<file path="src/rtl/avr_uart_rx.sv">
// avr_uart_rx: 8N1 receiver for an AVR TXD line, with a small ready/valid receive FIFO.
// Optional macro AVR_UART_RX_PARITY_EN switches to 8E1 framing and adds the parity_err pulse.
module avr_uart_rx #(
  parameter int unsigned CLKS_PER_BIT = 16,
  parameter int unsigned FIFO_DEPTH   = 4
) (
  input  logic       clk,
  input  logic       rst,
  input  logic       rxd,
  output logic [7:0] data,
  output logic       valid,
  input  logic       ready,
  output logic       frame_err,
  output logic       overrun
`ifdef AVR_UART_RX_PARITY_EN
  ,
  output logic       parity_err
`endif
);

  localparam int unsigned CNT_W = $clog2(CLKS_PER_BIT);
  localparam int unsigned PTR_W = $clog2(FIFO_DEPTH);
  localparam int unsigned OCC_W = PTR_W + 1;
  localparam logic [CNT_W-1:0] HALF_BIT = CNT_W'(CLKS_PER_BIT / 2 - 1);
  localparam logic [CNT_W-1:0] FULL_BIT = CNT_W'(CLKS_PER_BIT - 1);
  localparam logic [OCC_W-1:0] OCC_FULL = OCC_W'(FIFO_DEPTH);

  typedef enum logic [2:0] {
    IDLE   = 3'd0,
    START  = 3'd1,
    DATA   = 3'd2,
`ifdef AVR_UART_RX_PARITY_EN
    PARITY = 3'd3,
`endif
    STOP   = 3'd4,
    BREAK  = 3'd5
  } state_t;

  state_t           state;
  logic             rx_in;
  logic [1:0]       sync;
  logic             line;
  logic             line_prev;
  logic [1:0]       fill;
  logic             armed;
  logic [CNT_W-1:0] cnt;
  logic [2:0]       bit_idx;
  logic [7:0]       shreg;
`ifdef AVR_UART_RX_PARITY_EN
  logic             par_bad;
`endif

  logic [7:0]       mem [FIFO_DEPTH];
  logic [PTR_W-1:0] rd_ptr;
  logic [PTR_W-1:0] wr_ptr;
  logic [PTR_W-1:0] rd_next;
  logic [OCC_W-1:0] occ;
  logic [OCC_W-1:0] occ_next;

  logic expire_c, fall_c, full_c, pop_c, push_c, wr_c;

  // Anything that is not a clean 0 (1, x, z) counts as idle-high.
  always_comb begin
    rx_in = 1'b1;
    case (rxd)
      1'b0:    rx_in = 1'b0;
      default: rx_in = 1'b1;
    endcase
  end

  assign line     = sync[1];
  assign expire_c = (cnt == '0);
  assign fall_c   = armed && line_prev && !line;
  assign full_c   = (occ == OCC_FULL);
  assign pop_c    = valid && ready;

  always_comb begin
    push_c = (state == STOP) && expire_c && line;
`ifdef AVR_UART_RX_PARITY_EN
    if (par_bad) push_c = 1'b0;
`endif
    wr_c     = push_c && (!full_c || pop_c);
    rd_next  = rd_ptr + PTR_W'(1);
    occ_next = occ + OCC_W'(wr_c) - OCC_W'(pop_c);
  end

  // armed stays low until the line is seen high with real (post-reset) samples,
  // so a line held low across reset release cannot fake a start edge.
  always_ff @(posedge clk or posedge rst) begin
    if (rst) begin
      sync      <= 2'b11;
      line_prev <= 1'b1;
      fill      <= 2'b00;
      armed     <= 1'b0;
    end else begin
      sync      <= {sync[0], rx_in};
      line_prev <= line;
      fill      <= {fill[0], 1'b1};
      armed     <= armed | (fill[1] & line);
    end
  end

  always_ff @(posedge clk or posedge rst) begin
    if (rst) begin
      state      <= IDLE;
      cnt        <= '0;
      bit_idx    <= '0;
      shreg      <= '0;
      frame_err  <= 1'b0;
`ifdef AVR_UART_RX_PARITY_EN
      par_bad    <= 1'b0;
      parity_err <= 1'b0;
`endif
    end else begin
      frame_err <= 1'b0;
`ifdef AVR_UART_RX_PARITY_EN
      parity_err <= 1'b0;
`endif
      if (!expire_c) cnt <= cnt - CNT_W'(1);
      case (state)
        IDLE: if (fall_c) begin
          state <= START;
          cnt   <= HALF_BIT;
`ifdef AVR_UART_RX_PARITY_EN
          par_bad <= 1'b0;
`endif
        end
        START: if (expire_c) begin
          if (line) begin
            state <= IDLE;
          end else begin
            state   <= DATA;
            cnt     <= FULL_BIT;
            bit_idx <= '0;
          end
        end
        DATA: if (expire_c) begin
          shreg   <= {line, shreg[7:1]};
          cnt     <= FULL_BIT;
          bit_idx <= bit_idx + 3'd1;
`ifdef AVR_UART_RX_PARITY_EN
          if (bit_idx == 3'd7) state <= PARITY;
`else
          if (bit_idx == 3'd7) state <= STOP;
`endif
        end
`ifdef AVR_UART_RX_PARITY_EN
        PARITY: if (expire_c) begin
          par_bad    <= (line != ^shreg);
          parity_err <= (line != ^shreg);
          cnt        <= FULL_BIT;
          state      <= STOP;
        end
`endif
        STOP: if (expire_c) begin
          if (line) begin
            state <= IDLE;
          end else begin
            frame_err <= 1'b1;
            state     <= BREAK;
          end
        end
        BREAK: if (line) state <= IDLE;
        default: state <= IDLE;
      endcase
    end
  end

  always_ff @(posedge clk) begin
    if (wr_c) mem[wr_ptr] <= shreg;
  end

  // data is a registered copy of the FIFO head, refreshed whenever the head changes.
  always_ff @(posedge clk or posedge rst) begin
    if (rst) begin
      rd_ptr  <= '0;
      wr_ptr  <= '0;
      occ     <= '0;
      valid   <= 1'b0;
      data    <= 8'h00;
      overrun <= 1'b0;
    end else begin
      overrun <= push_c && full_c && !pop_c;
      if (wr_c)  wr_ptr <= wr_ptr + PTR_W'(1);
      if (pop_c) rd_ptr <= rd_next;
      occ   <= occ_next;
      valid <= (occ_next != '0);
      if (pop_c) begin
        if (occ > OCC_W'(1)) data <= mem[rd_next];
        else if (wr_c)       data <= shreg;
      end else if ((occ == '0) && wr_c) begin
        data <= shreg;
      end
    end
  end

endmodule

</file>
<file path="config.mk">
export PLATFORM = sky130hd
export DESIGN_NAME = avr_uart_rx
export DESIGN_NICKNAME = d
export VERILOG_FILES = /design/src/rtl/avr_uart_rx.sv
export SDC_FILE = /design/constraint.sdc
export NUM_CORES = 1
export LEC_CHECK = 0
export CORE_ASPECT_RATIO = 0.6
export CORE_MARGIN = 1.5
export CORE_UTILIZATION = 25
export CTS_BUF_LIST = sky130_fd_sc_hd__clkbuf_4
export DETAILED_ROUTE_END_ITERATION = 8
export SYNTH_ARGS = -nofsm -noshare
export SYNTH_HDL_FRONTEND = slang
export SYNTH_SLANG_ARGS = --single-unit
</file>
<file path="constraint.sdc">
create_clock -name clk -period 2.99 [get_ports clk]
set_input_delay 0.598 -clock clk [delete_from_list [all_inputs] [get_ports clk]]
set_output_delay 0.598 -clock clk [all_outputs]
set_load 0.02 [all_outputs]
</file>
==> impl_results.md <==
- RSZ-0062 raised after global routing: no
- DPL Wire Length: 3.82 mm
- Final setup fails: 0
- Area contributors post-synth: dfrtp_1 (31%), edfxtp_1 (30%), mux2_2 (8.8%)
- Crit-path slowest cell: dfrtp_1
- Unique masters post-synth: 44
- Power Dens Cells: 764 mW/mm^2
- Gpl congestion: 0.784
- Top delay family on crit path: simple AND/OR/NAND/NOR gates
- Peak VDD IR: 0.218 mV
- Gates resized, CTS repair: 0
- Hold depth: 0
- # nets final: 251
- Largest net degree at the start of global routing: 23
- Status: finished clean
- DRT iter0 DRCs: 174
- Data arrival time of the critical path: 2970 ps
- Mapped Avg Cell Area: 15.4 sq um
- Root buffer cell: clkbuf_4
- CP Launch Type: register
- Sequential share of the synthesized area: 0.631
- DRC errors left: 0
- Reg-to-reg slack, setup: 330 ps
- Die ar.: 0.0135 sq mm
- Area of the mapped netlist: 0.00320 sq mm
- Number of warnings issued by yosys: 0
- Hold Startpoint: sync[0]
- Tightest Pin Transition: 583 ps
- Vias/cell: 4.27
- R2r endpoint: valid
- Ys async rst share: 0.568
- Type of the most critical hold path: register to register
- Min cycle time layout: 2660 ps
- Final antenna diode count: 0
- # clock sinks: 74
- Initial antenna violation count: 0
- Final hold violations: 0
- Wire per inst: 13.8 um
- IO Port Bufs: 14
- Die height: 90.6 um
- Maximum fanout along the worst path: 12
- Hold_ws: 364 ps
- Cells along the critical path: nor3b_1, nand3_4, nand3_1, a21bo_2, ha_1, fa_1, xnor2_1, or3_1
- Reg2reg path depth: 8
- Critical Path Sink Type: register
- Post-CTS Setup Inserts: 0
- Synth Register Bits: 74
- Width of the die: 149 um
- Pwr Total: 2.86 mW
- Io pins: 15
- Area grow syn2layout: 17.0%
- Vias in the first global route: 1,725
- Post-route setup TNS: 0 ps
- Num CTS Buffers: 9
- CTS tree: built
- Gr usage total: 0.0930
- Clk slew on worst S/H paths: 120 ps
- Hold Path Sink: sync[1]
- Total wire length: 5.59 mm
- CP peak stage delay: 510 ps
- Row cnt: 31
- Initial Util: 0.261
- Total number of vias: 1,729
- Main synth FF type: dfrtp_1
- Gr ovfl total: 0
- Max-slew headroom: 0.611
- H-tree Lvls: 3
- Setup CP Type: register to register
- # hold bufs at CTS: 0
- WP buf/inv: 0
- Max Cap Violations: 0
- CP Launch Point: state[0]
- Share of post-route cells with drive strength above 1: 0.292
- Worst reg2reg startpoint: state[0]
- Yosys top cell area share: 0.305
- Slew Viols, Final: 0
- Fill cells: 1,242
- Core Box Area: 0.0123 sq mm
- First drt pass iteration count: 4
- Gate Count Post-Synth: 208
- Clk_skew: 11.0 ps
- Post-synth EDFFs: 32
- Yosys top cell by area: dfrtp_1
- Worst Path Required: 3310 ps
- Fmax: 376 MHz
- Fin crit share: 0.889
- Post-Syn Nets: 224
- Clock latency at the later pin of the worst-skew pair: 440 ps
- Clk buf depth: 2
- Antenna Nets Post-Route: 0
- First-pass GRT wire length: 9.27 mm
- Static Leak: 1.45 nW
-- kinds of logic (layout without fill, tap and decap cells) --
family / Yosys count / count (layout) / synth area share
flops: 74 / 74 / 0.631
simple gates: 45 / 45 / 0.0908
mux: 33 / 33 / 0.144
compound gates: 24 / 24 / 0.0536
buf+inv: 15 / 47 / 0.0188
fa+ha+maj: 12 / 12 / 0.0493
xor+xnor: 4 / 4 / 0.0110
other cells: 1 / 1 / 0.00117
-- placed cells by master (no fill, tap or decap), drive strengths merged, types with 3 or more instances in the layout --
cell and instances:
clkbuf 11, nor2 7, a21oi 5, inv 8, buf 8, dfrtp 39
mux2 25, nand3b 3, mux4 8, dfstp 3, clkdlybuf4s50 14, nand2 6
nor3b 4, and2 5, edfxtp 32, o21ai 7, or3 3, ha 11
xnor2 4, nand3 6
-- worst max-delay path by stage --
stage | to | cells past startpoint
floorplan | valid | 10
global placement | valid | 9
detailed placement | valid | 9
CTS | valid | 10
global route | valid | 8
finish | valid | 8
-- through the flow --
stage,worst slack [ps],utilization,cells,instance area (sq um)
after floorplan,380,-,208,3200
after global placement,284,0.292,389,3580
after detailed placement,247,0.292,389,3580
after CTS,320,0.305,405,3740
after global routing,168,0.305,405,3740
final,333,0.305,405,3740
-- synthesized netlist by cell type, types with 2 or more instances --
master and count:
nor2_1 7, a21boi_0 2, and3_1 2, clkbuf_1 5
a22o_1 2, a211oi_1 2, dfstp_2 3, edfxtp_1 32
or3_1 3, xnor2_1 4, or3b_2 2, inv_1 8
a21oi_1 4, and2_1 5, o21ai_0 6, nor3b_1 3
nand2b_1 2, nand3b_1 3, nand2_1 6, mux4_2 8
dfrtp_1 39, mux2_2 25, ha_1 11, nand3_1 4
-- where the power goes --
| part | total [mW] | switching (mW) | leakage (nW) | internal, mW |
|---|---|---|---|---|
| Combinational | 0.783 | 0.356 | 0.552 | 0.427 |
| Clock | 0.707 | 0.350 | 0.0831 | 0.356 |
| Sequential | 1.37 | 0.176 | 0.813 | 1.19 |
| Total | 2.86 | 0.882 | 1.45 | 1.97 |
-- sequential cells by signal (all words and copies together) (netlist names) --
register / flops
data: 8
armed: 1
bit_idx: 3
wr_ptr: 2
sync: 2
state: 3
cnt: 4
occ: 3
fill: 2
mem: 32
valid: 1
shreg: 8
rd_ptr: 2
frame_err: 1
line_prev: 1
overrun: 1
-- cell type report --
class / count / area, sq um / share of cell area
well taps: 165 / 206 / 0.0552
clock inverters: 5 / 80.1 / 0.0214
repair buffers: 22 / 200 / 0.0535
inverters: 9 / 33.8 / 0.00904
flip-flops and latches: 74 / 2020 / 0.539
clock buffers: 11 / 82.6 / 0.0221
multi-input cells: 119 / 1120 / 0.300
-- per-layer routing --
layer,vias to the layer above,global-route usage,wire (um)
li1,827,-,-
met1,872,0.134,2900
met2,25,0.124,2370
met3,5,0.0409,246
met4,0,0.0248,63
met5,-,0,0
No activity file was read; power rests on OpenSTA's default activity.
